--- src/rtl/alarm_scheduler.sv ---
// alarm_scheduler: multi-slot alarm comparator with shared-buzzer arbitration,
// snooze, dismiss and ring timeout sequencing.
module alarm_scheduler #(
   parameter int NUM_ALARMS  = 4,
   parameter int RING_SECS   = 30,
   parameter int SNOOZE_SECS = 300,
   parameter int MAX_SNOOZE  = 3,
   parameter int IDXW        = (NUM_ALARMS > 2) ? $clog2(NUM_ALARMS) : 1
) (
   input  logic                  clk,
   input  logic                  reset,
   input  logic                  tick,
   input  logic [4:0]            hours,
   input  logic [5:0]            mins,
   input  logic [5:0]            secs,
   input  logic                  cfg_we,
   input  logic [IDXW-1:0]       cfg_idx,
   input  logic                  cfg_en,
   input  logic [4:0]            cfg_hours,
   input  logic [5:0]            cfg_mins,
   input  logic [5:0]            cfg_secs,
   input  logic                  snooze,
   input  logic                  dismiss,
   output logic                  buzzer,
   output logic                  busy,
   output logic [IDXW-1:0]       active_idx,
   output logic [NUM_ALARMS-1:0] missed
);
   localparam int RW = $clog2(RING_SECS + 1);
   localparam int SW = $clog2(SNOOZE_SECS + 1);
   localparam int CW = (MAX_SNOOZE > 0) ? $clog2(MAX_SNOOZE + 1) : 1;
   localparam logic [NUM_ALARMS-1:0] ONE = 1;
   localparam logic [NUM_ALARMS-1:0] NONE = '0;

   typedef enum logic [1:0] {IDLE, RINGING, SNOOZE} state_t;

   state_t                state, state_n;
   logic [NUM_ALARMS-1:0] en, match, pending, pend, pend_n, mis_n, wr_m, act_m;
   logic [4:0]            s_h [NUM_ALARMS];
   logic [5:0]            s_m [NUM_ALARMS];
   logic [5:0]            s_s [NUM_ALARMS];
   logic [RW-1:0]         ring_cnt, ring_n;
   logic [SW-1:0]         snz_timer, snz_n;
   logic [CW-1:0]         snooze_cnt, scnt_n;
   logic [IDXW-1:0]       idx_n;
   logic                  wr, kill, fin, timeout;

   function automatic logic [IDXW-1:0] first(input logic [NUM_ALARMS-1:0] v);
      first = '0;
      for (int i = NUM_ALARMS - 1; i >= 0; i--) if (v[i]) first = IDXW'(i);
   endfunction

   always_comb begin
      for (int i = 0; i < NUM_ALARMS; i++)
         match[i] = tick && en[i] && s_h[i] == hours && s_m[i] == mins && s_s[i] == secs;
   end

   assign busy = state != IDLE;

   always_comb begin
      wr = cfg_we && ({1'b0, cfg_idx} < (IDXW + 1)'(NUM_ALARMS));
      wr_m = wr ? ONE << cfg_idx : NONE;
      act_m = ONE << active_idx;
      kill = wr && !cfg_en && cfg_idx == active_idx;
      // the slot that takes the buzzer never lands in pending
      pend = (pending | (match & ~((state == IDLE) ? ONE << first(match) : act_m))) & ~wr_m;
      state_n = state;
      idx_n = active_idx;
      ring_n = ring_cnt;
      snz_n = snz_timer;
      scnt_n = snooze_cnt;
      fin = 1'b0;
      timeout = 1'b0;
      case (state)
         IDLE: if (|match) begin
            state_n = RINGING;
            idx_n = first(match);
            ring_n = '0;
            snz_n = '0;
            scnt_n = '0;
         end
         RINGING: if (dismiss || kill) fin = 1'b1;
         else if (snooze && snooze_cnt < CW'(MAX_SNOOZE)) begin
            state_n = SNOOZE;
            snz_n = SW'(SNOOZE_SECS);
            scnt_n = snooze_cnt + CW'(1);
         end else if (tick) begin
            timeout = ring_cnt == RW'(RING_SECS - 1);
            fin = timeout;
            ring_n = timeout ? ring_cnt : ring_cnt + RW'(1);
         end
         SNOOZE: if (dismiss || kill) fin = 1'b1;
         else if (tick) begin
            state_n = (snz_timer == SW'(1)) ? RINGING : SNOOZE;
            ring_n = (snz_timer == SW'(1)) ? '0 : ring_cnt;
            snz_n = snz_timer - SW'(1);
         end
         default: state_n = IDLE;
      endcase
      mis_n = (missed | (timeout ? act_m : NONE)) & ~wr_m;
      pend_n = pend;
      if (fin) begin
         ring_n = '0;
         snz_n = '0;
         scnt_n = '0;
         state_n = |pend ? RINGING : IDLE;
         idx_n = |pend ? first(pend) : active_idx;
         pend_n = pend & ~(|pend ? ONE << first(pend) : NONE);
      end
   end

   always_ff @(posedge clk or posedge reset) begin
      if (reset) begin
         state <= IDLE;
         buzzer <= 1'b0;
         active_idx <= '0;
         missed <= '0;
         pending <= '0;
         ring_cnt <= '0;
         snz_timer <= '0;
         snooze_cnt <= '0;
         en <= '0;
         for (int i = 0; i < NUM_ALARMS; i++) begin
            s_h[i] <= '0;
            s_m[i] <= '0;
            s_s[i] <= '0;
         end
      end else begin
         state <= state_n;
         buzzer <= state_n == RINGING;
         active_idx <= idx_n;
         missed <= mis_n;
         pending <= pend_n;
         ring_cnt <= ring_n;
         snz_timer <= snz_n;
         snooze_cnt <= scnt_n;
         if (wr) begin
            en[cfg_idx] <= cfg_en;
            s_h[cfg_idx] <= cfg_hours;
            s_m[cfg_idx] <= cfg_mins;
            s_s[cfg_idx] <= cfg_secs;
         end
      end
   end
endmodule

--- config.mk ---
export PLATFORM = sky130hd
export DESIGN_NAME = alarm_scheduler
export DESIGN_NICKNAME = d
export VERILOG_FILES = /design/src/rtl/alarm_scheduler.sv
export SDC_FILE = /design/constraint.sdc
export NUM_CORES = 1
export LEC_CHECK = 0
export BUFFER_PORTS_ARGS = -buffer_cell sky130_fd_sc_hd__clkbuf_2
export CELL_PAD_IN_SITES_DETAIL_PLACEMENT = 2
export CELL_PAD_IN_SITES_GLOBAL_PLACEMENT = 2
export CORE_MARGIN = 5
export CORE_UTILIZATION = 43
export DETAILED_ROUTE_END_ITERATION = 10
export PLACE_DENSITY = 0.91
export SYNTH_ARGS = -nofsm -noshare
export SYNTH_HDL_FRONTEND = slang
export SYNTH_SLANG_ARGS = --single-unit
--- constraint.sdc ---
create_clock -name clk -period 9.9 [get_ports clk]
set_input_delay 1.485 -clock clk [delete_from_list [all_inputs] [get_ports clk]]
set_output_delay 1.485 -clock clk [all_outputs]
set_load 0.02 [all_outputs]
==> flow_summary_export.csv <==
group,metric,value,unit
flow_run,drv_cap,0,
critical_path,cp_max_fo,13,
detailed_routing,drtIter0Drc,208,
min_path,worstHoldEndpoint,"snz_timer[7]$_DFFE_PP0P_",
global_route,grt_first_pass_wirelength,29300,um
placement,port_buffers,50,
clock_tree,clk_latency,0.37,ns
power,peakVddDrop,0.1440,mV
critical_path,cp-startpoint,"mins[4]",
logic_synthesis,synth_fp_nets,548,
critical_path,worstSetupPathDepth,8,
logic_synthesis,synth_top_family_by_area,"multiplexers",
critical_path,start_kind,"input port",
clock_tree,cts_buffers,9,
critical_path,reg2reg_depth,9,
detailed_routing,routedWlPerCell,26.62,um
critical_path,reg2reg_setup_slack,5.93,ns
detailed_routing,vias_per_cell,6.001,
logic_synthesis,synth_seq_cells,101,
detailed_routing,drtAntennaViolNets,0,
logic_synthesis,synthSimpleGateAreaFrac,0.1118,
timing,timing.final.crit_share,0.4129,
clock_tree,postCtsHoldBufs,0,
critical_path,path_cells,"clkbuf_2 -> xnor2_1 -> nand4_1 -> nor3_1 -> a22o_1 -> o31a_1 -> nand2_1 -> mux2_2",
timing,whs,0.5007,ns
critical_path,arrival,4.34,ns
detailed_routing,vias,4225,
clock_tree,clk_pin_slew,0.07,ns
logic_synthesis,synth_warnings,0,
logic_synthesis,synth.distinct_cells,66,
timing,relSlewSlack,0.2818,
logic_synthesis,synthMuxAreaShare,0.1548,
logic_synthesis,synth_edf_count,0,
logic_synthesis,synthAdderAreaFrac,0.02254,
run_status,status,"completed",
logic_synthesis,synth_xor_area_frac,0.1104,
clock_tree,clock-sinks,101,
min_path,whs_path_depth,1,
critical_path,required,10.15,ns
logic_synthesis,synth_compound_area_frac,0.1043,
logic_synthesis,synth_cells,495,
detailed_routing,wl_met3,765,um
timing,setup_viol,0,
timing,timing.fmax,244.6,MHz
min_path,hp-class,"reg2reg",
logic_synthesis,synth_top_area_frac,0.4553,
critical_path,crit_path_end_kind,"flip-flop",
timing,tightest_slew,1.077,ns
detailed_routing,drc,0,
detailed_routing,wl_met1,7625,um
logic_synthesis,synth_area,5552,um2
logic_synthesis,async_flop_share,1.000,
detailed_routing,top_layer_used,"met4",
finish,layout-drive-gt1-share,0.2970,
timing,rsz0062_at_grt,"no",
logic_synthesis,ys_top_cells_by_area,"dfrtp_1 46%, mux2_2 14%, xnor2_1 11%, nand4_1 2.4%, ha_1 2.3%",
global_route,antenna_found_initial,0,
finish,antenna_cells,0,
floorplanning,die_x,123.6,um
power,leakage,2.549,nW
timing,slew_viol_final,0,
clock_tree,cts_post_setup_buffers_inserted,0,
min_path,hp-start,"snz_timer[7]$_DFFE_PP0P_",
timing,finClkSkew,0.009584,ns
detailed_routing,routed_wl,18740,um
clock_tree,cts_resized,0,
floorplanning,rows,41,
global_route,grt_max_degree,84,
power,p_per_area,229.4,nW/um2
global_route,grtUsageTotal,0.2619,
floorplanning,core_area,12620,um2
logic_synthesis,synth_commonest_cells,"101 x dfrtp_1, 71 x mux2_2, 69 x xnor2_1",
detailed_routing,dr_wl_met2,9704,um
floorplanning,initial_utilization,0.4399,
logic_synthesis,yosysMostFrequentCell,"dfrtp_1",
floorplanning,ios,51,
floorplanning,die_h,123.6,um
clock_tree,cts_tree,"done",
critical_path,slowest_stage,"nor3_1",
logic_synthesis,avgSynthCellArea,11.22,um2
finish,layout-area-overhead-vs-synth,12.13,%
critical_path,r2r-start,"state[1]$_DFF_PP0_",
timing,post-route-min-period,4.088,ns
timing,finalSetupTns,0,ns
critical_path,cpPeakStageDelay,0.69,ns
timing,finalHoldViolCount,0,
clock_tree,cts_buffer_depth,2,
logic_synthesis,seq_area_frac_synth,0.4553,
global_route,grt-ovfl-total,0,
logic_synthesis,synth_top_area_cell,"dfrtp_1",
logic_synthesis,synthFlopType,"dfrtp_1",
placement,hpwl,13060,um
finish,fin_nets,580,
clock_tree,root_buffer,"clkbuf_16",
critical_path,criticalPathCategory,"in2reg",
global_route,grt_pass1_vias,4933,
critical_path,critical_path_buf_inv_count,1,
critical_path,cp_top_family,"simple AND/OR/NAND/NOR gates",
floorplanning,dieArea,15280,um2
detailed_routing,first_pass_iters,4,
clock_tree,h-tree-depth,3,
placement,place_congestion,0.8190,
critical_path,r2r_end,"snz_timer[1]$_DFFE_PP0P_",
## per-layer routing
layer	track usage	vias up
met5	0	-
met4	0.1052	0
met3	0.06585	45
met2	0.4545	120
met1	0.3100	2220
li1	-	1840
## flip-flops by register name, indices dropped and copies added (netlist names), 4 cells and up
name / flops
s_s: 24
pending: 4
s_h: 20
en: 4
ring_cnt: 5
s_m: 24
missed: 4
snz_timer: 9
## cell type report
cell class              instances  area [um2]
clock buffers                  10       239.0
clock inverters                 6       93.84
fillers                      1277        6395
inverters                      17       66.31
multi-input cells             344        2803
flip-flops and latches        101        2527
well taps                     172       215.2
repair buffers                 54       280.3
## kinds of logic after synthesis
family | Yosys count
fa+ha+maj | 10
compound gates | 76
mux | 76
simple gates | 112
xor+xnor | 70
flops | 101
buf+inv | 50
## stage by stage
step	util	power (mW)	instances	area, um2	setup slack [ns]
2_1_floorplan	-	0.8715	495	5552	5.768
3_3_place_gp	0.4669	0.9579	688	5892	5.802
5_1_grt	0.4933	1.491	704	6225	5.705
6_report	0.4933	1.428	704	6225	5.812
4_1_cts	0.4933	1.430	704	6225	5.904
3_5_place_dp	0.4669	1.009	688	5892	5.601
## where the power goes
part           internal, mW  switching, mW  total, mW
clock network         0.231          0.172      0.403
registers             0.486         0.0740      0.560
logic                 0.187          0.278      0.465
## cell usage in the layout (no fill, tap or decap), types with 5 or more instances in the layout
cell type  instances
inv_1             15
ha_1              10
mux2_2            71
o211ai_1           6
clkbuf_16          9
nand4_1           21
clkbuf_2          50
nor3_1             7
dfrtp_1          101
nor2_1            15
nor4_1             6
nand3_1           18
o21a_1             5
a31oi_1            7
o21ai_0            9
a21oi_1            8
nand2_1           19
o2bb2ai_1          5
xnor2_1           69
## worst max-delay path by stage
| stage | to | slack (ns) |
|---|---|---|
| after floorplan | active_idx[0]$_DFFE_PP0P_ | 5.77 |
| after global placement | snz_timer[1]$_DFFE_PP0P_ | 5.80 |
| after detailed placement | snz_timer[1]$_DFFE_PP0P_ | 5.60 |
| after CTS | snz_timer[1]$_DFFE_PP0P_ | 5.90 |
| after global routing | snz_timer[1]$_DFFE_PP0P_ | 5.71 |
| final | snz_timer[1]$_DFFE_PP0P_ | 5.81 |
Power figures use the tool's default switching activity.
